### config.mk
export PLATFORM = sky130hd
export DESIGN_NAME = pixelstream_fifo
export DESIGN_NICKNAME = d
export VERILOG_FILES = /design/src/rtl/pixelstream_fifo.sv
export SDC_FILE = /design/constraint.sdc
export NUM_CORES = 1
export LEC_CHECK = 0
export CAP_MARGIN = 30
export CORE_ASPECT_RATIO = 1.2
export CORE_MARGIN = 2
export CORE_UTILIZATION = 43
export CTS_CLUSTER_SIZE = 28
export DETAILED_ROUTE_END_ITERATION = 8
export GPL_ROUTABILITY_DRIVEN = 0
export GPL_TIMING_DRIVEN = 0
export PLACE_DENSITY = 0.62
export SLEW_MARGIN = 20
export SYNTH_ARGS = -nofsm -noshare
export SYNTH_HDL_FRONTEND = slang
export SYNTH_SLANG_ARGS = --single-unit
### constraint.sdc
create_clock -name clk -period 3.5 [get_ports clk]
set_input_delay 1.05 -clock clk [delete_from_list [all_inputs] [get_ports clk]]
set_output_delay 1.05 -clock clk [all_outputs]
set_load 0.02 [all_outputs]
### src/rtl/pixelstream_fifo.sv
// Elastic pixel buffer with optional horizontal pixel doubling, flush and fill-level status.
// Define PIXELSTREAM_FIFO_UNDERRUN_EN to add the saturating underrun_cnt output.
module pixelstream_fifo #(
    parameter int PIXEL_W   = 8,
    parameter int DEPTH     = 16,
    parameter int AE_THRESH = 4
) (
    input  logic                       clk,
    input  logic                       reset_n,
    input  logic                       flush,
    input  logic                       dbl,
    input  logic                       in_write,
    input  logic [PIXEL_W-1:0]         in_pixel,
    output logic                       in_strobe,
    output logic                       out_write,
    output logic [PIXEL_W-1:0]         out_pixel,
    input  logic                       out_strobe,
    output logic [$clog2(DEPTH+1)-1:0] level,
    output logic                       almost_empty
`ifdef PIXELSTREAM_FIFO_UNDERRUN_EN
    ,
    output logic [15:0]                underrun_cnt
`endif
);

    localparam int AW = $clog2(DEPTH);
    localparam int LW = $clog2(DEPTH + 1);
    localparam logic [LW-1:0] LVL_FULL = LW'(DEPTH);
    localparam logic [LW-1:0] LVL_AE   = LW'(AE_THRESH);
    localparam logic [LW-1:0] LVL_ONE  = LW'(1);
    localparam logic [AW-1:0] PTR_ONE  = AW'(1);

    logic [DEPTH-1:0][PIXEL_W-1:0] mem_q, mem_d;
    logic [AW-1:0]                 wr_ptr_q, wr_ptr_d;
    logic [AW-1:0]                 rd_ptr_q, rd_ptr_d;
    logic [LW-1:0]                 level_q, level_d;
    logic                          phase_q, phase_d;
    logic                          push, pop, out_xfer;

    assign in_strobe    = reset_n & (level_q != LVL_FULL) & ~flush;
    assign out_write    = (level_q != '0);
    assign out_pixel    = out_write ? mem_q[rd_ptr_q] : '0;
    assign level        = level_q;
    assign almost_empty = (level_q <= LVL_AE);

    assign push     = in_write & in_strobe;
    assign out_xfer = out_write & out_strobe;
    // In doubling mode the head pixel is retired only on its second transfer.
    assign pop      = out_xfer & (~dbl | phase_q);

    always_comb begin
        mem_d    = mem_q;
        wr_ptr_d = wr_ptr_q;
        rd_ptr_d = rd_ptr_q;
        level_d  = level_q;
        phase_d  = 1'b0;
        if (push) begin
            mem_d[wr_ptr_q] = in_pixel;
            wr_ptr_d        = wr_ptr_q + PTR_ONE;
        end
        if (pop) begin
            rd_ptr_d = rd_ptr_q + PTR_ONE;
        end
        case ({push, pop})
            2'b10:   level_d = level_q + LVL_ONE;
            2'b01:   level_d = level_q - LVL_ONE;
            default: level_d = level_q;
        endcase
        if (dbl) begin
            phase_d = out_xfer ? ~phase_q : phase_q;
        end
        // The consumer still sees a transfer during flush; internal state just restarts.
        if (flush) begin
            wr_ptr_d = '0;
            rd_ptr_d = '0;
            level_d  = '0;
            phase_d  = 1'b0;
        end
    end

    always_ff @(posedge clk) begin
        if (!reset_n) begin
            wr_ptr_q <= '0;
            rd_ptr_q <= '0;
            level_q  <= '0;
            phase_q  <= 1'b0;
        end else begin
            wr_ptr_q <= wr_ptr_d;
            rd_ptr_q <= rd_ptr_d;
            level_q  <= level_d;
            phase_q  <= phase_d;
        end
    end

    // Storage needs no reset: out_pixel is masked while the buffer is empty.
    always_ff @(posedge clk) begin
        mem_q <= mem_d;
    end

`ifdef PIXELSTREAM_FIFO_UNDERRUN_EN
    logic [15:0] underrun_cnt_q, underrun_cnt_d;

    always_comb begin
        underrun_cnt_d = underrun_cnt_q;
        if (out_strobe && (level_q == '0) && !flush && (underrun_cnt_q != 16'hFFFF)) begin
            underrun_cnt_d = underrun_cnt_q + 16'd1;
        end
    end

    always_ff @(posedge clk) begin
        if (!reset_n) begin
            underrun_cnt_q <= '0;
        end else begin
            underrun_cnt_q <= underrun_cnt_d;
        end
    end

    assign underrun_cnt = underrun_cnt_q;
`endif

endmodule

* Word-level counts from Yosys, hierarchy flattened *
Index checks and enable logic that the tools add are counted.

operators by class
  add/subtract/negate cells = 4
  reductions and logical operators = 5
  $lt $le $gt $ge = 4
  multiplexer cells = 7
  eq/ne operators = 3
  bitwise gates (word level) = 10

operators by type and width
  cell                   number
  $bwmux W128            1
  $bmux W8 S4            1
  $demux W8 S4           1
  $mux W8                3
  $lt A4 B5 Y1 const B   2
  $pmux W5 S2            1
  $add A4 B1 Y4 const B  2
  $add A5 B1 Y5 const B  1
  $and A1 B1 Y1          5
  $le A5 B3 Y1 const B   1
  $ne A5 B5 Y1 const B   1
  $reduce_bool A5 Y1     1
  $sub A5 B1 Y5 const B  1
  $ge A4 B1 Y1 const B   1
  $not A1 Y1             4
  $reduce_or A3 Y1       1
  $eq A2 B1 Y1 const B   1
  $eq A2 B2 Y1 const B   1
  $reduce_bool A2 Y1     1
  $reduce_or A2 Y1       1
  $logic_and A1 B1 Y1    1
  $or A1 B1 Y1           1

storage, ports and cells
  output and inout port bits = 16
  bits in registers = 142
  input bits = 14

* Logic depth before layout (Yosys ltp) *
Gate-level depths: netlist of the first run.

  depth in word-level cells = 6
  mapped depth = 12
  gate-level depth less buffers = 10

* Least setup slack after synthesis of the first run *
Ideal clock, no wire load.

  path kind = input to register
  start = input flush
  end = register level_q[4], in the netlist level[4]
  setup slack = -0.010 ns
  path buffers = 2
  data arrival time = 3.388 ns
  data required time = 3.378 ns
  stages on the path = 12
  path through = nand2b_1 clkbuf_1 a211oi_2 inv_1 ha_1 buf_2 xor2_1 ha_1 and4b_1 nor4_2 mux2i_1 a311o_1

between the ends
  cells in the longest elaborated chain, start to end = 5
  elaborated cells between the ends (all ways) = 8
  classes of those cells = eq/ne: 2; mux: 1; bitwise: 3; reduce/logical: 2

ends and longest elaborated chain
  element                                                   line  RTL
  from (decl)                                               10    input logic flush,
  $not A1 Y1                                                40    assign in_strobe = reset_n & (level_q != LVL_FULL) & ~flush;
  $and A1 B1 Y1                                             40
  $and A1 B1 Y1                                             46    assign push = in_write & in_strobe;
  $eq A2 B1 Y1 / $eq A2 B2 Y1 (equally long branches)       64    case ({push, pop})
  $pmux W5 S2 / $reduce_bool A2 Y1 (equally long branches)  -
  to (signal assigned)                                      90    level_q <= level_d;
  to (decl)                                                 36    logic [LW-1:0] level_q, level_d;

Several ways; a longest one is shown, not always the timed one.
A chain may end at the register's enable or synchronous reset.

* Final worst setup path of the first run *
  start = register rd_ptr_q[1]
  end = output out_pixel[1]

between the ends
  cells in the longest elaborated chain, start to end = 3

ends and longest elaborated chain
  element                        line  RTL
  from (decl)                    35    logic [AW-1:0] rd_ptr_q, rd_ptr_d;
  from (signal assigned)         89    rd_ptr_q <= rd_ptr_d;
  $bmux W8 S4                    42    assign out_pixel = out_write ? mem_q[rd_ptr_q] : '0;
  $mux W8 (implied by the code)  42
  $mux W8                        42
  to (decl)                      16    output logic [PIXEL_W-1:0] out_pixel,

No other way between the ends. The select of a mux whose other input is x is not followed.

==> summary.md, run 1 <==
| Metric | Value |
|---|---|
| RSZ-0062 raised after global routing | true |
| Flops & latches, synth | 142 |
| TritonCTS Buffers | 17 |
| Average size of a mapped cell | 18.0 um2 |
| Fmax | just under 0.3 GHz |
| Post-route ant nets | 0 |
| Startpoint type of the worst setup path | flop |
| Worst reg2reg setup slack | 0.26 ns |
| CP Cell Sequence | buf_6 > buf_12 > mux4_2 > a211oi_2 > a211oi_1 > dlygate4sd2_1 |
| Crit path required time | about 2.5 ns |
| Largest net degree at the start of global routing | 17 |
| Max-slew violations | 0 |
| R2R Path Start | level[1] |
| Clock latency on the worst-skew pair | 0.42 ns |
| Critical Path End | out_pixel[1] |
| Die area | between 10000 and 15000 um2 |
| Core area | between 10000 and 15000 um2 |
| Slew headroom | between 40 and 50% |
| PwrDens | ~510 nW/um2 |
| Tmin final | 3.42 ns |
| Met2 Track Usage GR | 27.8% |
| Port Buffers | 29 |
| ANT cells | 0 |
| Worst hold path class | flop to flop |
| Io pins | 30 |
| Reg clk slew, reported paths | approximately 0.060 ns |
| Crit-path max FO | 10 |
| Leakage | roughly 2.4 nW |
| Total GRT Usage | ~17% |
| Status | finished clean |
| Setup-failing EPs final | 0 |
| H-tree levels | 4 |
| Async set-or-reset flop fraction in the synthesized netlist | 0% |
| Final Hold Viols | 0 |
| DR pass1 iterations | 5 |
| Synth warn | 0 |
| FF-to-FF path depth | 12 |
| Site Rows | 47 |
| Via density | between 5 and 6 |
| Chip Width | approximately 110 um |
| Crit path depth | 6 |
| DRC | 0 |
| P&R area growth vs syn | 20.2% |
| Met3 usage | 4.69% |
| WS Path Type | flop to output port |
| Starting Density | 43.8% |
| Min Hold Slack | between 0.5 and 0.6 ns |
| Final net count | just over 400 |
| WL final | 12.3 mm |
| CP delay by family, top | buffers and inverters |
| Gr ovfl total | 0 |
| Post-DP HPWL | about 7.9 mm |
| Clock sinks | around 140 |
| Syn Inst Count | ~340 |
| Worst Max-Slew Pin Slew | roughly 0.86 ns |
| First DRT Iteration DRCs | 338 |
| Fin Setup TNS | 0 ns |
| Final Skew | between 0.008 and 0.009 ns |
| Met1 GRT Util | 23.6% |
| Post-synth top flop | edfxtp_1 |
| CP endpoint kind | output port |
| Number of global-route vias before repair | 3257 |
| Arrival @ worst endpoint | about 2.4 ns |
| CTS tree | built |
| Hold buffers post-CTS | 0 |
| Share of cells above drive strength 1 | around 28% |
| Cell Area, Synth | 6030 um2 |
| Total power | roughly 3.7 mW |
| Longest Clk Path Bufs | 2 |
| Distinct cells, synth | roughly 50 |
| Average wire per standard cell | 21.4 um |
| GRT busiest layer | met2 |
| Post-synth net total | 358 |
| Routed vias | 3199 |
| CP startpoint | rd_ptr_q[1] |
| Reg-to-Reg End | level[4] |
| Final period utilization | between 90% and 100% |
| CP max stage delay | 0.56 ns |
| Max IR drop VDD | between 0.0002 and 0.00025 V |
| Post-synth EDFFs | ~130 |
| Register area share after synthesis | slightly below 70% |
| Initial antenna violation count | 0 |
| Die Y | around 130 um |
| Worst path bufs/invs | 3 |
| Max-cap violation count | 0 |
| Critical-path cell with the highest stage delay | mux4_2 |
| Root Driver | clkbuf_16 |
| First-pass GRT wire length | 18.9 mm |
[cell type report]
type                       instances  area (um2)
sequential                       142        4120
inverter                           6        22.5
tap                              171         214
clock buffer                      17         425
timing repair buffer              36         318
multi-input combinational        164        1820
fill                            1142        6510
clock inverter                    15         140
buffer                            22         188
[tightest hold or removal path, stage by stage, from the launching register on]
cell     delay (ns)
dfxtp_1        0.35
inv_1          0.10
o31ai_1        0.08
[synth_stat cells, types with 5 or more instances]
master | number | area share (%)
edfxtp_1 | 128 | 64
xor2_1 | 6 | 0.87
nor3_1 | 5 | 0.41
a211oi_1 | 18 | 2.2
nand2_1 | 7 | 0.44
buf_4 | 10 | 1.2
mux4_1 | 12 | 5.2
mux2i_1 | 10 | 1.7
clkbuf_1 | 5 | 0.31
dfxtp_1 | 14 | 4.6
inv_1 | 6 | 0.37
ha_1 | 9 | 1.9
nor2b_1 | 10 | 1.0
nor2_1 | 19 | 1.2
mux4_2 | 20 | 7.5
[flip-flops by register name, summed over array words and instances (netlist names)]
name and cells:
level 5, mem_q 128, phase_q 1, rd_ptr_q 4, wr_ptr_q 4
[cell families after synthesis]
group                    after synthesis  share of synthesized area, %
buffers and inverters                 29                          3.03
XOR/XNOR                               9                          1.31
multiplexers                          42                          14.4
adder cells (fa/ha/maj)                9                          1.87
AND/OR/NAND/NOR                       67                          6.31
flip-flops                           142                          68.4
AO/OA/AOI/OAI                         37                          4.77
[report_power, final]
| part | switching [mW] | total [mW] | internal, mW |
|---|---|---|---|
| Combinational | 0.0562 | 0.0902 | 0.0341 |
| Clock | 0.773 | 1.72 | 0.946 |
| Sequential | 0.00228 | 1.85 | 1.85 |
| Total | 0.832 | 3.66 | 2.83 |
[placed cells by master, fill, tap and decap left out, types with 5 or more instances in the layout]
cell type | Yosys | routed
nand2_1 | 7 | 7
dfxtp_1 | 14 | 14
clkdlybuf4s50_1 | 0 | 20
buf_6 | 2 | 6
edfxtp_1 | 128 | 128
clkbuf_16 | 0 | 17
inv_8 | 0 | 5
inv_6 | 0 | 7
mux4_1 | 12 | 8
mux4_2 | 20 | 24
ha_1 | 9 | 9
xor2_1 | 6 | 6
a211oi_1 | 18 | 7
inv_1 | 6 | 6
buf_4 | 10 | 12
a211oi_2 | 1 | 11
nor2_1 | 19 | 19
nor2b_1 | 10 | 10
mux2i_1 | 10 | 7
[repair_timing]
item | 4_1_cts | 5_1_grt
setup buffers | 1 | 6
endpoints found under the setup margin | 10 | 8
pin swaps | 5 | 0
gates resized for setup | 39 | 10
gates cloned | 0 | 0
[metal layers]
| metal | vias to the layer above | routed length, um | part of all wire, % |
|---|---|---|---|
| met5 | - | 0 | 0 |
| met4 | 0 | 117 | 0.95 |
| met3 | 9 | 767 | 6.3 |
| met2 | 106 | 6010 | 49 |
| met1 | 1624 | 5370 | 44 |
| li1 | 1460 | - | - |
[stage by stage]
step / std cells / util, % / worst slack [ns] / instance area (um2)
2_1_floorplan: 335 / - / 0.0454 / 6040
3_3_place_gp: 535 / 47.6 / -0.700 / 6540
3_5_place_dp: 535 / 47.7 / -0.722 / 6560
4_1_cts: 567 / 52.4 / 0.00146 / 7210
5_1_grt: 573 / 52.7 / -0.0405 / 7250
6_report: 573 / 52.7 / 0.0764 / 7250
[how the worst min path moves through the flow]
| stage | from | end | slack, ns | depth (start not counted) |
|---|---|---|---|---|
| floorplan | wr_ptr_q[1] | wr_ptr_q[1] | 0.52 | 2 |
| global placement | wr_ptr_q[1] | wr_ptr_q[1] | 0.55 | 2 |
| detailed placement | wr_ptr_q[1] | wr_ptr_q[1] | 0.57 | 2 |
| CTS | wr_ptr_q[1] | wr_ptr_q[1] | 0.57 | 2 |
| global route | level[3] | level[3] | 0.61 | 2 |
| finish | wr_ptr_q[1] | wr_ptr_q[1] | 0.58 | 2 |
(Power assumes the default switching activity.)
==> run 2, diff against run 1 <==
--- a/config.mk
+++ b/config.mk
@@ -8,12 +8,13 @@
 export CAP_MARGIN = 30
 export CORE_ASPECT_RATIO = 1.2
 export CORE_MARGIN = 2
-export CORE_UTILIZATION = 43
+export CORE_UTILIZATION = 57
 export CTS_CLUSTER_SIZE = 28
 export DETAILED_ROUTE_END_ITERATION = 8
+export DONT_BUFFER_PORTS = 1
 export GPL_ROUTABILITY_DRIVEN = 0
 export GPL_TIMING_DRIVEN = 0
-export PLACE_DENSITY = 0.62
+export PLACE_DENSITY = 0.74
 export SLEW_MARGIN = 20
 export SYNTH_ARGS = -nofsm -noshare
 export SYNTH_HDL_FRONTEND = slang
==> run 2 against run 1 <==
Net effect:
- critical path depth down 1
- combinational power fell by 50%
- core utilization increased by 13 points
- critical endpoint is now out_pixel[5]
- first-iteration DRC count decreased by 15%
- worst hold slack improved by 0.033 ns
- non-clock buffer count fell by 33
==> summary.md, run 2 (synthesis gave the netlist of run 1 again) <==
| Metric | Value |
|---|---|
| Io pins | 30 (unchanged) |
| Status | finished clean |
| Average wire per standard cell | 24.5 um (+15%) |
| Most common cell after layout, fill and taps aside | edfxtp_1 |
| Starting Density | 57.9% (+14 points) |
| Fmax | 0.292 GHz (unchanged) |
| Worst Hold Launch | wr_ptr_q[1] |
| Die area | 11400 um2 (-24%) |
| Clock latency on the worst-skew pair | 0.42 ns (about the same) |
| Final Skew | 0.0129 ns (+0.00411 ns) |
| Total GRT Usage | 22.5% (+5.1 points) |
| First-pass GRT wire length | 18.1 mm (-3.9%) |
| Switch share | 19.4% (-3.3 points) |
| CP Cell Sequence | buf_4 > buf_4 > mux4_2 > mux2i_1 > a211oi_2 |
| Crit path required time | 2.45 ns (about the same) |
| Routed vias | 3225 (+0.81%) |
| Worst path bufs/invs | 2 (-1) |
| Chip Width | 97.9 um (-13%) |
| Port Buffers | 0 (-100%) |
| Clk pwr share | 48.7% (+1.7 points) |
| First DRT Iteration DRCs | 286 (-15%) |
| Worst Hold Path EP | wr_ptr_q[1] |
| Max IR drop VDD | 0.000328 V (+33%) |
| Final Hold Viols | 0 (unchanged) |
| CTS tree | built |
| Hold depth | 2 (unchanged) |
| Max reg flops | 128 (unchanged) |
| Hold buffers post-CTS | 0 (unchanged) |
| DR pass1 iterations | 5 (unchanged) |
| DRC | 0 (unchanged) |
| WS Path Type | flop to output port |
| Placed cells | 466 (-13%) |
| PwrDens | 540 nW/um2 (+7.0%) |
| H-tree levels | 4 (unchanged) |
| CP max stage delay | 0.55 ns (about the same) |
| Crit path depth | 5 (-1) |
| Reg-to-Reg End | level[4] |
| Worst reg2reg setup slack | 0.13 ns (-0.13 ns) |
| Most frequent cells in the layout | edfxtp_1, mux4_2, nor2_1 |
| P&R area growth vs syn | 13.6% |
| R2R Path Start | level[1] |
| WL final | 12.2 mm (-0.34%) |
| Cell mode on critical path | buf_4 |
| Reg clk slew, reported paths | 0.06 ns (about the same) |
| Number of global-route vias before repair | 3078 (-5.5%) |
| Worst hold path class | flop to flop |
| Filler Cells Inserted | 679 (-41%) |
| Post-route ant nets | 0 (unchanged) |
| Initial antenna violation count | 0 (unchanged) |
| Finished Layout Cells | 498 (-13%) |
| Longest Clk Path Bufs | 2 (unchanged) |
| Setup-failing EPs final | 0 (unchanged) |
| Critical-path cell with the highest stage delay | mux4_2 |
| CP delay by family, top | multiplexers |
| Final period utilization | 97.8% (about the same) |
| # Post-CTS Setup Buffers | 0 (-1) |
| Via density | 6.48 (+16%) |
| Post-DP HPWL | 7.82 mm (-1.6%) |
| Die Y | 117 um (-13%) |
| Sw power | 717 uW (-14%) |
| ANT cells | 0 (unchanged) |
| FF-to-FF path depth | 12 (unchanged) |
| Startpoint type of the worst setup path | flop |
| Leakage | 2.21 nW (-7.7%) |
| CP endpoint kind | output port |
| Combinational share of power | 1.2% (-1.3 points) |
| Share of cells above drive strength 1 | 23.0% (-4.8 points) |
| Site Rows | 41 (-13%) |
| Max-cap violation count | 0 (unchanged) |
| Reg with most FFs | mem_q |
| Root Driver | clkbuf_16 |
| Crit-path max FO | 10 (unchanged) |
| Clock sinks | 142 (unchanged) |
| Largest net degree at the start of global routing | 17 (unchanged) |
| Arrival @ worst endpoint | 2.37 ns (about the same) |
| Max-slew violations | 0 (unchanged) |
| Slew headroom | 38.9% (-3.4 points) |
| Gr ovfl total | 0 (unchanged) |
| TritonCTS Buffers | 17 (unchanged) |
| Core area | 10400 um2 (-24%) |
| Final net count | 379 (-8.0%) |
| Sequential Power Share | 50.1% (-0.5 points) |
| Min Hold Slack | 0.609 ns (+0.0331 ns) |
| Worst Max-Slew Pin Slew | 0.910 ns (+0.0470 ns) |
| Int Power | 2.99 mW (+5.5%) |
| Tmin final | 3.42 ns (-0.00000600 ns) |
## run 2: changes by cell type in the layout (fill, tap and decap cells not counted), moves of 5 or more
cell / change
a211oi_2: -5
inv_6: -5
clkdlybuf4s50_1: -20
a211oi_1: +5
inv_8: -5
## run 2: area by class of cell
cell class                 count  area (um2)  share of cell area, %
sequential                   142        4120                   60.2
multi-input combinational    164        1770                   25.9
clock buffer                  18         429                   6.26
clock inverter                14         166                   2.43
tap                          129         161                   2.36
buffer                        23         160                   2.34
inverter                       6        22.5                  0.329
timing repair buffer           2        15.0                  0.219
## run 2: worst max path at each step
stage / startpoint / end
finish: rd_ptr_q[0] / out_pixel[5]
floorplan: flush / level[4]
detailed placement: flush / level[4]
global placement: flush / level[4]
CTS: rd_ptr_q[1] / out_pixel[5]
global route: rd_ptr_q[0] / out_pixel[5]
## run 2: power groups by stage
stage	sequential, mW	combinational [mW]	clock (mW)
2_1_floorplan	1.89	0.0331	0
3_3_place_gp	1.89	0.0414	0
3_5_place_dp	1.89	0.0431	0
4_1_cts	1.85	0.0437	1.82
5_1_grt	1.85	0.0489	1.89
6_report	1.85	0.0454	1.80
## run 2: per-layer routing
metal  vias to the layer above  global-route usage, %  part of all wire (%)
li1                       1392                      -                     -
met1                      1646                   29.5                    40
met2                       168                   35.2                    50
met4                         0                   11.1                   2.2
met5                         -                      0                     0
met3                        19                   6.52                   8.3
## run 2: timing repair
item / in CTS / in global routing
endpoints found under the hold margin: 0 / 0
resized for setup: 0 / 6
setup endpoints to repair: 0 / 7
## run 2: metrics by stage
| stage | worst slack [ns] | instance area, um2 | power, mW | setup TNS [ns] | util, % |
|---|---|---|---|---|---|
| floorplan | 0.0454 | 6040 | 1.92 | 0 | - |
| global placement | -0.236 | 6200 | 1.93 | -0.236 | 59.5 |
| detailed placement | -0.283 | 6230 | 1.93 | -0.294 | 59.8 |
| CTS | 0.0226 | 6820 | 3.72 | 0 | 65.5 |
| global route | -0.00255 | 6850 | 3.80 | -0.00255 | 65.8 |
| finish | 0.0764 | 6850 | 3.70 | 0 | 65.8 |
## run 2: worst reg2reg max path, cell delays in order, from the launching register on
cell,delay [ns]
dfxtp_1,0.39
buf_6,0.18
or4_4,0.57
o211ai_4,0.27
inv_1,0.13
ha_1,0.22
buf_2,0.18
xor2_1,0.16
ha_1,0.22
nor4b_1,0.37
nor4_2,0.12
mux2i_1,0.14
a311o_1,0.32
==> run 3, diff against run 2 <==
--- a/config.mk
+++ b/config.mk
@@ -15,7 +15,6 @@
 export GPL_ROUTABILITY_DRIVEN = 0
 export GPL_TIMING_DRIVEN = 0
 export PLACE_DENSITY = 0.74
-export SLEW_MARGIN = 20
 export SYNTH_ARGS = -nofsm -noshare
 export SYNTH_HDL_FRONTEND = slang
 export SYNTH_SLANG_ARGS = --single-unit
==> run 3 against run 2 <==
Net effect:
- combinational power is 3% lower
- wire length fell by 4.0%
- worst hold slack worse by 0.020 ns
- final cell count increased by 0.40%
- die area did not move
- critical path depth did not move
- count of clock-buffer cells in the layout increased by 1
- non-clock buffer count rose by 2
- clock power down 9%
- sequential power hardly changed
- final area shrank 0.75%
- setup slack better by 0.00086 ns
==> summary.md, run 3 (synthesis gave the netlist of run 1 again) <==
| Metric | Value |
|---|---|
| Chip Width | 97.9 um (unchanged) |
| Post-route cell area | 6800 um2 (-0.75%) |
| Worst Hold Launch | wr_ptr_q[1] |
| Longest Clk Path Bufs | 2 (unchanged) |
| Total power | 3.54 mW (-4.3%) |
| Core area | 10400 um2 (unchanged) |
| Die area | 11400 um2 (unchanged) |
| Via density | 6.31 (-2.6%) |
| FF+latch area | 4120 um2 (unchanged) |
| FF-to-FF path depth | 12 (unchanged) |
| Post-route ant nets | 0 (unchanged) |
| ANT cells | 0 (unchanged) |
| Share of cells above drive strength 1 | 22.4% (-0.66 points) |
| Arrival @ worst endpoint | 2.37 ns (about the same) |
| CP endpoint kind | output port |
| Crit path required time | 2.45 ns (about the same) |
| Max-cap violation count | 0 (unchanged) |
| Largest net degree at the start of global routing | 17 (unchanged) |
| Most common cell after layout, fill and taps aside | edfxtp_1 |
| TritonCTS Buffers | 17 (unchanged) |
| Reg with most FFs | mem_q |
| Dpl cell area | 6230 um2 (about the same) |
| Site Rows | 41 (unchanged) |
| Final net count | 381 (+0.53%) |
| Final period utilization | 97.8% (about the same) |
| DRC | 0 (unchanged) |
| Reg-to-Reg End | level[4] |
| Max-slew violations | 0 (unchanged) |
| Finished Layout Cells | 500 (+0.40%) |
| First DRT Iteration DRCs | 257 (-10%) |
| Total GRT Usage | 22.0% (-0.49 points) |
| Final Skew | 0.00734 ns (-0.00558 ns) |
| Max reg flops | 128 (unchanged) |
| WL final | 11.7 mm (-4.0%) |
| Filler Cells Inserted | 708 (+4.3%) |
| Most frequent cells in the layout | edfxtp_1, mux4_2, nor2_1 |
| Multi-input gate area | 1750 um2 (-1.1%) |
| Worst Max-Slew Pin Slew | 0.798 ns (-0.112 ns) |
| Slew headroom | 46.4% (+7.5 points) |
| DR pass1 iterations | 7 (+2) |
| Startpoint type of the worst setup path | flop |
| Tmin final | 3.42 ns (-0.000862 ns) |
| Crit-path max FO | 10 (unchanged) |
| P&R area growth vs syn | 12.7% |
| Starting Density | 57.9% (unchanged) |
| Hold depth | 2 (unchanged) |
| Io pins | 30 (unchanged) |
| Die Y | 117 um (unchanged) |
| RSZ-0062 raised after global routing | true |
| Setup-failing EPs final | 0 (unchanged) |
| Max IR drop VDD | 0.000357 V (+8.9%) |
| Status | finished clean |
| Post-DP HPWL | 7.75 mm (-0.88%) |
| CTS tree | built |
| Routed vias | 3154 (-2.2%) |
| Number of global-route vias before repair | 3103 (+0.81%) |
| Min Hold Slack | 0.589 ns (-0.0204 ns) |
| Worst Hold Path EP | wr_ptr_q[1] |
| First-pass GRT wire length | 17.9 mm (-1.3%) |
| Fmax | 0.292 GHz (about the same) |
| Average wire per standard cell | 23.5 um (-4.4%) |
| Placed cells | 468 (+0.43%) |
| PwrDens | 521 nW/um2 (-3.6%) |
| Initial antenna violation count | 0 (unchanged) |
| R2R Path Start | level[1] |
| Port Buffers | 0 (unchanged) |
| Leakage | 2.19 nW (-0.95%) |
| H-tree levels | 4 (unchanged) |
| Worst hold path class | flop to flop |
| Root Driver | clkbuf_16 |
| Gr ovfl total | 0 (unchanged) |
| Clock sinks | 142 (unchanged) |
| Fin Setup TNS | 0 ns (unchanged) |
| Final Hold Viols | 0 (unchanged) |
| Worst reg2reg setup slack | 0.13 ns (about the same) |
| # Post-CTS Setup Buffers | 0 (unchanged) |
| WS Path Type | flop to output port |
| Clock latency on the worst-skew pair | 0.42 ns (about the same) |
| Reg clk slew, reported paths | 0.06 ns (about the same) |
-- run 3: report_power, final --
group	internal, mW	switching [mW]	leakage (nW)	total [mW]
clock network	0.977	0.667	0.263	1.64
registers	1.85	0.00277	1.26	1.85
logic	0.0155	0.0287	0.657	0.0442
total	2.84	0.699	2.19	3.54
-- run 3: cell type report --
type / count / area share [%]
Sequential cell: 142 / 60.6
Multi-Input combinational cell: 164 / 25.8
Clock buffer: 19 / 6.37
Tap cell: 129 / 2.37
Buffer: 23 / 2.36
Clock inverter: 13 / 1.71
Timing Repair Buffer: 4 / 0.442
Inverter: 6 / 0.331
-- run 3: how the worst max path moves through the flow --
stage                startpoint           end  slack, ns  cells past startpoint
global route           level[1]      level[4]      -0.04                     12
finish              rd_ptr_q[1]  out_pixel[7]       0.08                      5
CTS                 rd_ptr_q[1]  out_pixel[5]       0.03                      6
detailed placement        flush      level[4]      -0.26                     12
global placement          flush      level[4]      -0.24                     12
floorplan                 flush      level[4]       0.05                     12
-- run 3: through the flow --
step / setup slack, ns / util, %
after CTS: 0.0335 / 65.1
after global routing: -0.0433 / 65.3
after global placement: -0.236 / 59.5
after floorplan: 0.0454 / -
final: 0.0773 / 65.3
after detailed placement: -0.261 / 59.8
-- run 3: worst max-delay path, stage by stage, from the launching register on --
cell	delay (ns)
dfxtp_1	0.36
buf_6	0.17
buf_12	0.15
mux4_1	0.61
a211oi_1	0.45
a211oi_1	0.22
-- run 3: metal layers --
| layer | global-route usage [%] | vias to the layer above | part of all wire, % |
|---|---|---|---|
| met5 | 0 | - | 0 |
| met1 | 28.4 | 1619 | 41 |
| met2 | 35.2 | 122 | 51 |
| met4 | 8.33 | 0 | 0.94 |
| met3 | 7.60 | 8 | 7.7 |
| li1 | - | 1405 | - |
-- run 3: timing repair --
action	in CTS	in global routing
gates resized for setup	0	4
hold buffers	0	0
endpoints found under the setup margin	0	5
hold endpoints to repair	0	0
